## src/rtl/pcla_pkg.sv

```systemverilog
// Shared types and elaboration helpers for the pipelined carry-lookahead adder.
package pcla_pkg;

  typedef enum logic {
    PCLA_ADD = 1'b0,
    PCLA_SUB = 1'b1
  } pcla_op_e;

  // Number of lookahead blocks each pipeline stage resolves.
  function automatic int blocks_per_stage(input int width, input int block_size,
                                          input int stages);
    return (width / block_size) / stages;
  endfunction

  // Geometry legality: whole blocks, at least one stage, even spread of blocks.
  function automatic bit params_ok(input int width, input int block_size,
                                   input int stages);
    return (block_size > 0) && (stages >= 1) && (width > 0) &&
           (width % block_size == 0) &&
           ((width / block_size) % stages == 0);
  endfunction

endpackage

```

## src/rtl/pipelined_carry_lookahead_adder_cla_block.sv

```systemverilog
// One combinational lookahead block: bit generate/propagate, group G/P,
// block carry-out from the group terms, sum bits rippled from the block carry-in.
module cla_block #(
  parameter int BLOCK_SIZE = 4
) (
  input  logic [BLOCK_SIZE-1:0] a,
  input  logic [BLOCK_SIZE-1:0] b,
  input  logic                  cin,
  output logic [BLOCK_SIZE-1:0] s,
  output logic                  G,
  output logic                  P,
  output logic                  cout
);

  logic [BLOCK_SIZE-1:0] g;
  logic [BLOCK_SIZE-1:0] p;
  logic                  grp_g;

  assign g = a & b;
  assign p = a | b;

  // Ripple the sum inside the block and fold the group generate LSB-first.
  always_comb begin
    logic c;
    c     = cin;
    grp_g = 1'b0;
    s     = '0;
    for (int i = 0; i < BLOCK_SIZE; i++) begin
      s[i]  = a[i] ^ b[i] ^ c;
      c     = g[i] | (p[i] & c);
      grp_g = g[i] | (p[i] & grp_g);
    end
  end

  assign G    = grp_g;
  assign P    = &p;
  assign cout = G | (P & cin);

endmodule

```

## src/rtl/pipelined_carry_lookahead_adder.sv

```systemverilog
// Pipelined carry-lookahead adder/subtractor with valid/ready handshake.
// Each stage resolves an equal share of lookahead blocks and registers the
// partial sum, remaining operands, group carry and sign bits.
// Optional build macro: PCLA_SATURATE_EN clamps s to the signed extreme on overflow.
module pipelined_carry_lookahead_adder
  import pcla_pkg::*;
#(
  parameter int WIDTH      = 32,
  parameter int BLOCK_SIZE = 4,
  parameter int STAGES     = 2
) (
  input  logic             clk,
  input  logic             rst_n,
  input  logic             in_valid,
  output logic             in_ready,
  input  logic [WIDTH-1:0] a,
  input  logic [WIDTH-1:0] b,
  input  logic             cin,
  input  logic             op,
  output logic             out_valid,
  input  logic             out_ready,
  output logic [WIDTH-1:0] s,
  output logic             cout,
  output logic             ovf
);

  localparam int N  = blocks_per_stage(WIDTH, BLOCK_SIZE, STAGES);
  localparam int SB = N * BLOCK_SIZE;

  if (!params_ok(WIDTH, BLOCK_SIZE, STAGES)) begin : g_bad_params
    $error("pipelined_carry_lookahead_adder: illegal WIDTH/BLOCK_SIZE/STAGES");
  end

  // Clamp to the signed extreme matching the sign of operand a.
  function automatic logic [WIDTH-1:0] saturate(input logic [WIDTH-1:0] val,
                                                input logic of,
                                                input logic a_msb);
    if (!of) return val;
    return a_msb ? {1'b1, {(WIDTH-1){1'b0}}} : {1'b0, {(WIDTH-1){1'b1}}};
  endfunction

  // Stage registers: entry k is the register after stage k.
  logic [STAGES-1:0]            vld_p;
  logic [STAGES-1:0][WIDTH-1:0] sum_p;
  logic [STAGES-1:0][WIDTH-1:0] opa_p;
  logic [STAGES-1:0][WIDTH-1:0] opb_p;
  logic [STAGES-1:0]            cy_p;
  logic [STAGES-1:0]            am_p;
  logic [STAGES-1:0]            bm_p;
  logic                         ovf_p;

  // Next-state values produced by each stage's combinational slice.
  logic [STAGES-1:0]            v_in;
  logic [STAGES-1:0][WIDTH-1:0] sum_d;
  logic [STAGES-1:0][WIDTH-1:0] opa_d;
  logic [STAGES-1:0][WIDTH-1:0] opb_d;
  logic [STAGES-1:0]            cy_d;
  logic [STAGES-1:0]            am_d;
  logic [STAGES-1:0]            bm_d;
  logic                         ovf_d;
  logic [STAGES-1:0][N-1:0]     blk_g;
  logic [STAGES-1:0][N-1:0]     blk_p;

  // rdy[k]: stage k register can take new content this cycle.
  logic [STAGES:0]              rdy;

  assign rdy[STAGES] = out_ready;
  assign in_ready    = rdy[0];

  for (genvar k = 0; k < STAGES; k++) begin : g_stage
    logic [WIDTH-1:0] a_in;
    logic [WIDTH-1:0] b_in;
    logic [WIDTH-1:0] sum_in;
    logic [WIDTH-1:0] sum_nx;
    logic [SB-1:0]    blk_s;
    logic [N:0]       cc;
    logic             c_in;
    logic             am_in;
    logic             bm_in;

    assign rdy[k] = !vld_p[k] || rdy[k+1];

    if (k == 0) begin : g_src_in
      assign a_in   = a;
      assign b_in   = (pcla_op_e'(op) == PCLA_SUB) ? ~b : b;
      assign c_in   = (pcla_op_e'(op) == PCLA_SUB) ? 1'b1 : cin;
      assign sum_in = '0;
      assign am_in  = a[WIDTH-1];
      assign bm_in  = b_in[WIDTH-1];
      assign v_in[k] = in_valid;
    end else begin : g_src_reg
      assign a_in   = opa_p[k-1];
      assign b_in   = opb_p[k-1];
      assign c_in   = cy_p[k-1];
      assign sum_in = sum_p[k-1];
      assign am_in  = am_p[k-1];
      assign bm_in  = bm_p[k-1];
      assign v_in[k] = vld_p[k-1];
    end

    assign cc[0] = c_in;

    for (genvar j = 0; j < N; j++) begin : g_blk
      cla_block #(.BLOCK_SIZE(BLOCK_SIZE)) u_blk (
        .a    (a_in[(k*N+j)*BLOCK_SIZE +: BLOCK_SIZE]),
        .b    (b_in[(k*N+j)*BLOCK_SIZE +: BLOCK_SIZE]),
        .cin  (cc[j]),
        .s    (blk_s[j*BLOCK_SIZE +: BLOCK_SIZE]),
        .G    (blk_g[k][j]),
        .P    (blk_p[k][j]),
        .cout (cc[j+1])
      );
    end

    // Splice this stage's block sums into the running partial sum.
    always_comb begin
      sum_nx = sum_in;
      sum_nx[k*SB +: SB] = blk_s;
    end

    assign opa_d[k] = a_in;
    assign opb_d[k] = b_in;
    assign cy_d[k]  = cc[N];
    assign am_d[k]  = am_in;
    assign bm_d[k]  = bm_in;

    if (k == STAGES-1) begin : g_fmt
      assign ovf_d = (am_in == bm_in) && (sum_nx[WIDTH-1] != am_in);
`ifdef PCLA_SATURATE_EN
      assign sum_d[k] = saturate(sum_nx, ovf_d, am_in);
`else
      assign sum_d[k] = sum_nx;
`endif
    end else begin : g_pass
      assign sum_d[k] = sum_nx;
    end
  end

  // Shift each stage register as a unit whenever it can take new content.
  always_ff @(posedge clk or negedge rst_n) begin
    if (!rst_n) begin
      vld_p <= '0;
      sum_p <= '0;
      opa_p <= '0;
      opb_p <= '0;
      cy_p  <= '0;
      am_p  <= '0;
      bm_p  <= '0;
      ovf_p <= 1'b0;
    end else begin
      for (int k = 0; k < STAGES; k++) begin
        if (rdy[k]) begin
          vld_p[k] <= v_in[k];
          if (v_in[k]) begin
            sum_p[k] <= sum_d[k];
            opa_p[k] <= opa_d[k];
            opb_p[k] <= opb_d[k];
            cy_p[k]  <= cy_d[k];
            am_p[k]  <= am_d[k];
            bm_p[k]  <= bm_d[k];
          end
        end
      end
      if (rdy[STAGES-1] && v_in[STAGES-1]) ovf_p <= ovf_d;
    end
  end

  // Final-stage operand copies and group terms have no consumer.
  logic unused_bits;
  assign unused_bits = ^{opa_p[STAGES-1], opb_p[STAGES-1], am_p[STAGES-1],
                         bm_p[STAGES-1], blk_g, blk_p};

  assign out_valid = vld_p[STAGES-1];
  assign s         = sum_p[STAGES-1];
  assign cout      = cy_p[STAGES-1];
  assign ovf       = ovf_p;

endmodule

```

## config.mk

```make
export PLATFORM = sky130hd
export DESIGN_NAME = pipelined_carry_lookahead_adder
export DESIGN_NICKNAME = d
export VERILOG_FILES = /design/src/rtl/pcla_pkg.sv /design/src/rtl/pipelined_carry_lookahead_adder_cla_block.sv /design/src/rtl/pipelined_carry_lookahead_adder.sv
export SDC_FILE = /design/constraint.sdc
export NUM_CORES = 1
export LEC_CHECK = 0
export ABC_AREA = 1
export CAP_MARGIN = 30
export CORE_ASPECT_RATIO = 1.75
export CORE_MARGIN = 2
export CORE_UTILIZATION = 40
export DETAILED_ROUTE_END_ITERATION = 8
export PLACE_DENSITY_LB_ADDON = 0.1
export SLEW_MARGIN = 0
export SYNTH_ARGS = -nofsm -noshare
export SYNTH_HDL_FRONTEND = slang
export SYNTH_HIERARCHICAL = 1
export SYNTH_SLANG_ARGS = --single-unit
```

## constraint.sdc

```tcl
create_clock -name clk -period 3.97 [get_ports clk]
set_input_delay 0.794 -clock clk [delete_from_list [all_inputs] [get_ports clk]]
set_output_delay 0.794 -clock clk [all_outputs]
set_load 0.01 [all_outputs]
```

==> key figures, run 1 <==
Critical path
  • Largest delay contributor family on the critical path: adder cells
  • Critical Path RT: 4240 ps
  • Critical path buffers and inverters: 5
  • CP Class: primary input to flip-flop
  • Setup crit end kind: flip-flop
  • Critical path startpoint category: primary input
  • CP peak stage delay: 410 ps
  • Critical path's most frequent cell: inv_1
  • Critical-path cell list: clkdlybuf4s50_1 > xor2_1 > inv_1 > ha_1 > inv_1 > nand2_1 > nand2_1 > nand2_2 > nand4_1 > nand3_1 > nand4_1 > nand3_1 > nand4_1 > fa_2 > fa_1 > inv_1 > fa_1 > inv_1 > nand3_1 > nand2_1
  • FF-to-FF setup slack: 630 ps
  • Crit path DAT: 3990 ps
  • Crit-path max FO: 3
  • CP max stage cell: clkdlybuf4s50_1

Final layout
  • FILL cells: 1,356
  • # nets final: 994
  • Ant diodes: 0
  • Layout cell share with drive strength beyond 1: 5.35%
  • Area grow syn2layout: 26.6%
  • Non-filler cells, final: 1,021

Power and ir drop
  • Pwr/cell area: 485 nW/um2
  • Leak pwr: 0.00406 uW
  • Power after layout: 3590 uW
  • Peak supply drop: 0.000278 V

Outcome
  • Outcome: finished clean

Timing
  • Final Cycle Share: 93.5%
  • FMAX: 0.269 GHz
  • Slew Limit Fails: 0
  • Final Critical Period: 3710 ps
  • Final Hold Viols: 0
  • Slew headroom: 39.8%
  • Worst clock skew: 5.26 ps
  • Setup WS post-layout: 259 ps
  • Finish-stage setup viols: 0
  • RSZ-0062 raised after global routing: false
  • Worst slew pin tran: 903 ps

Drt
  • DR DRC count: 0
  • Vias/cell: 4.57
  • Total number of vias: 4,664
  • Final ANT Viol Nets: 0
  • WL final: 13,300 um
  • DR iter-0 viols: 129
  • Avg WL per Cell: 13.0 um
  • DRT Pass-1 Iters: 4

Global routing
  • Global route overflow: 0
  • Initial antenna violation count: 1
  • Largest net degree at the start of global routing: 71
  • Vias in the first global route: 4,777
  • First-pass GRT wire length: 21,900 um
  • Total GRT Usage: 18.1%

Clock tree
  • CTS hold repair buffers: 0
  • Clock tree buffer depth: 2
  • Clock transition at the registers of the reported paths: 60 ps
  • Sink Count: 85
  • Clock Latency Late Sink: 340 ps
  • CTS tree: yes
  • Root Driver: clkbuf_16
  • CTS H-tree depth: 3
  • Num CTS Buffers: 9

Floorplanning
  • Die footprint: 15,600 um2
  • Initial Utilization: 40.9%
  • Chip width: 95.4 um
  • Num rows: 58
  • Die Ht: 164 um
  • IO Pins: 106
  • Core Region: 14,300 um2

Placement
  • Final GP Congestion: 0.823
  • Detailed placer's ending HPWL: 9600 um
  • IO buf count: 105
  • Post-Place Worst Slack: -180 ps
  • DP Cell Count: 1,004

Yosys
  • Synth warn: 6
  • Synth Instances: 735
  • Syn nets: 893
  • Mean post-synth cell area: 7.95 um2
  • Netlist Area Pre-Place: 5840 um2

Job
  • Max-cap viol count: 0

Min path
  • Worst min path class: flip-flop to flip-flop
## sequential cells by signal, summed over array words and instances (netlist names)
| register | count |
|---|---|
| cy_p | 2 |
| g_stage.a_in | 16 |
| g_stage.b_in | 16 |
| g_stage.sum_in | 16 |
| ovf | 1 |
| s | 32 |
| vld_p | 2 |
## worst reg2reg max path: cells and delay by family (launching register included)
kind / cells / cell delay [ps]
and+or+nand+nor: 12 / 1200
adders and majority gates: 4 / 1170
DFF: 1 / 400
buffers and inverters: 4 / 340
xor gates and xnor gates: 1 / 130
## final cells by class
cell class / instances / area (um2) / area share, %
Timing Repair Buffer: 117 / 1130 / 15.3
Inverter: 132 / 495 / 6.70
Tap cell: 180 / 225 / 3.05
Multi-Input combinational cell: 491 / 3050 / 41.3
Clock buffer: 10 / 229 / 3.10
Sequential cell: 85 / 2130 / 28.8
Clock inverter: 6 / 134 / 1.81
## worst paths after layout
kind | endpoint | from | cells past startpoint
min in group asynchronous | s[27] | rst_n | 1
worst min register to register | s[10] | g_stage[1].sum_in[10] | 2
worst max-delay path | g_stage[1].sum_in[14] | b[2] | 20
worst max register to register | ovf | g_stage[1].a_in[18] | 21
worst min-delay path | s[10] | g_stage[1].sum_in[10] | 2
max in group asynchronous | g_stage[1].b_in[30] | rst_n | 2
## cells in the final DEF, fill, tap and decap left out, types with 2 or more instances in the layout
| cell type | n |
|---|---|
| nand2_2 | 10 |
| fa_1 | 23 |
| clkdlybuf4s50_1 | 102 |
| dfrtp_1 | 85 |
| bufinv_16 | 4 |
| xnor2_1 | 8 |
| buf_4 | 13 |
| nand2_1 | 267 |
| nor2_1 | 25 |
| clkbuf_16 | 9 |
| buf_2 | 2 |
| nand4_1 | 8 |
| nand3_1 | 66 |
| ha_1 | 64 |
| inv_2 | 2 |
| inv_1 | 130 |
| xor2_1 | 16 |
## metrics by stage
stage / hold slack [ps] / setup TNS [ps] / utilization, % / cell area (um2)
6_report: 465 / 0 / 51.7 / 7390
5_1_grt: 483 / 0 / 51.7 / 7390
4_1_cts: 469 / 0 / 51.6 / 7380
3_5_place_dp: 455 / -271 / 49.1 / 7020
3_3_place_gp: 451 / -119 / 49.1 / 7020
2_1_floorplan: 442 / 0 / - / 5840
## per-layer routing
layer,track usage (%),up-vias,part of all wire (%)
met5,0,-,0
met4,6.85,0,1.9
met3,2.66,15,3.2
met2,34.1,79,56
met1,20.0,2218,39
li1,-,2352,-
## timing repair
item | CTS | global route
setup buffers | 0 | 1
gates resized for setup | 0 | 1
setup endpoints to repair | 0 | 1
## power breakdown
| group | total [uW] | switching [uW] | internal [uW] |
|---|---|---|---|
| clock network | 1020 | 344 | 680 |
| logic | 1260 | 636 | 627 |
| registers | 1300 | 183 | 1120 |
| total | 3590 | 1160 | 2420 |
Note: power is estimated with default switching activity, not from simulation.
==> run 2, diff against run 1 <==
- SKIP_CTS_REPAIR_TIMING: default -> 1
==> results of run 2 <==
No change in the layout: final DEF, timing and power equal those of run 1.
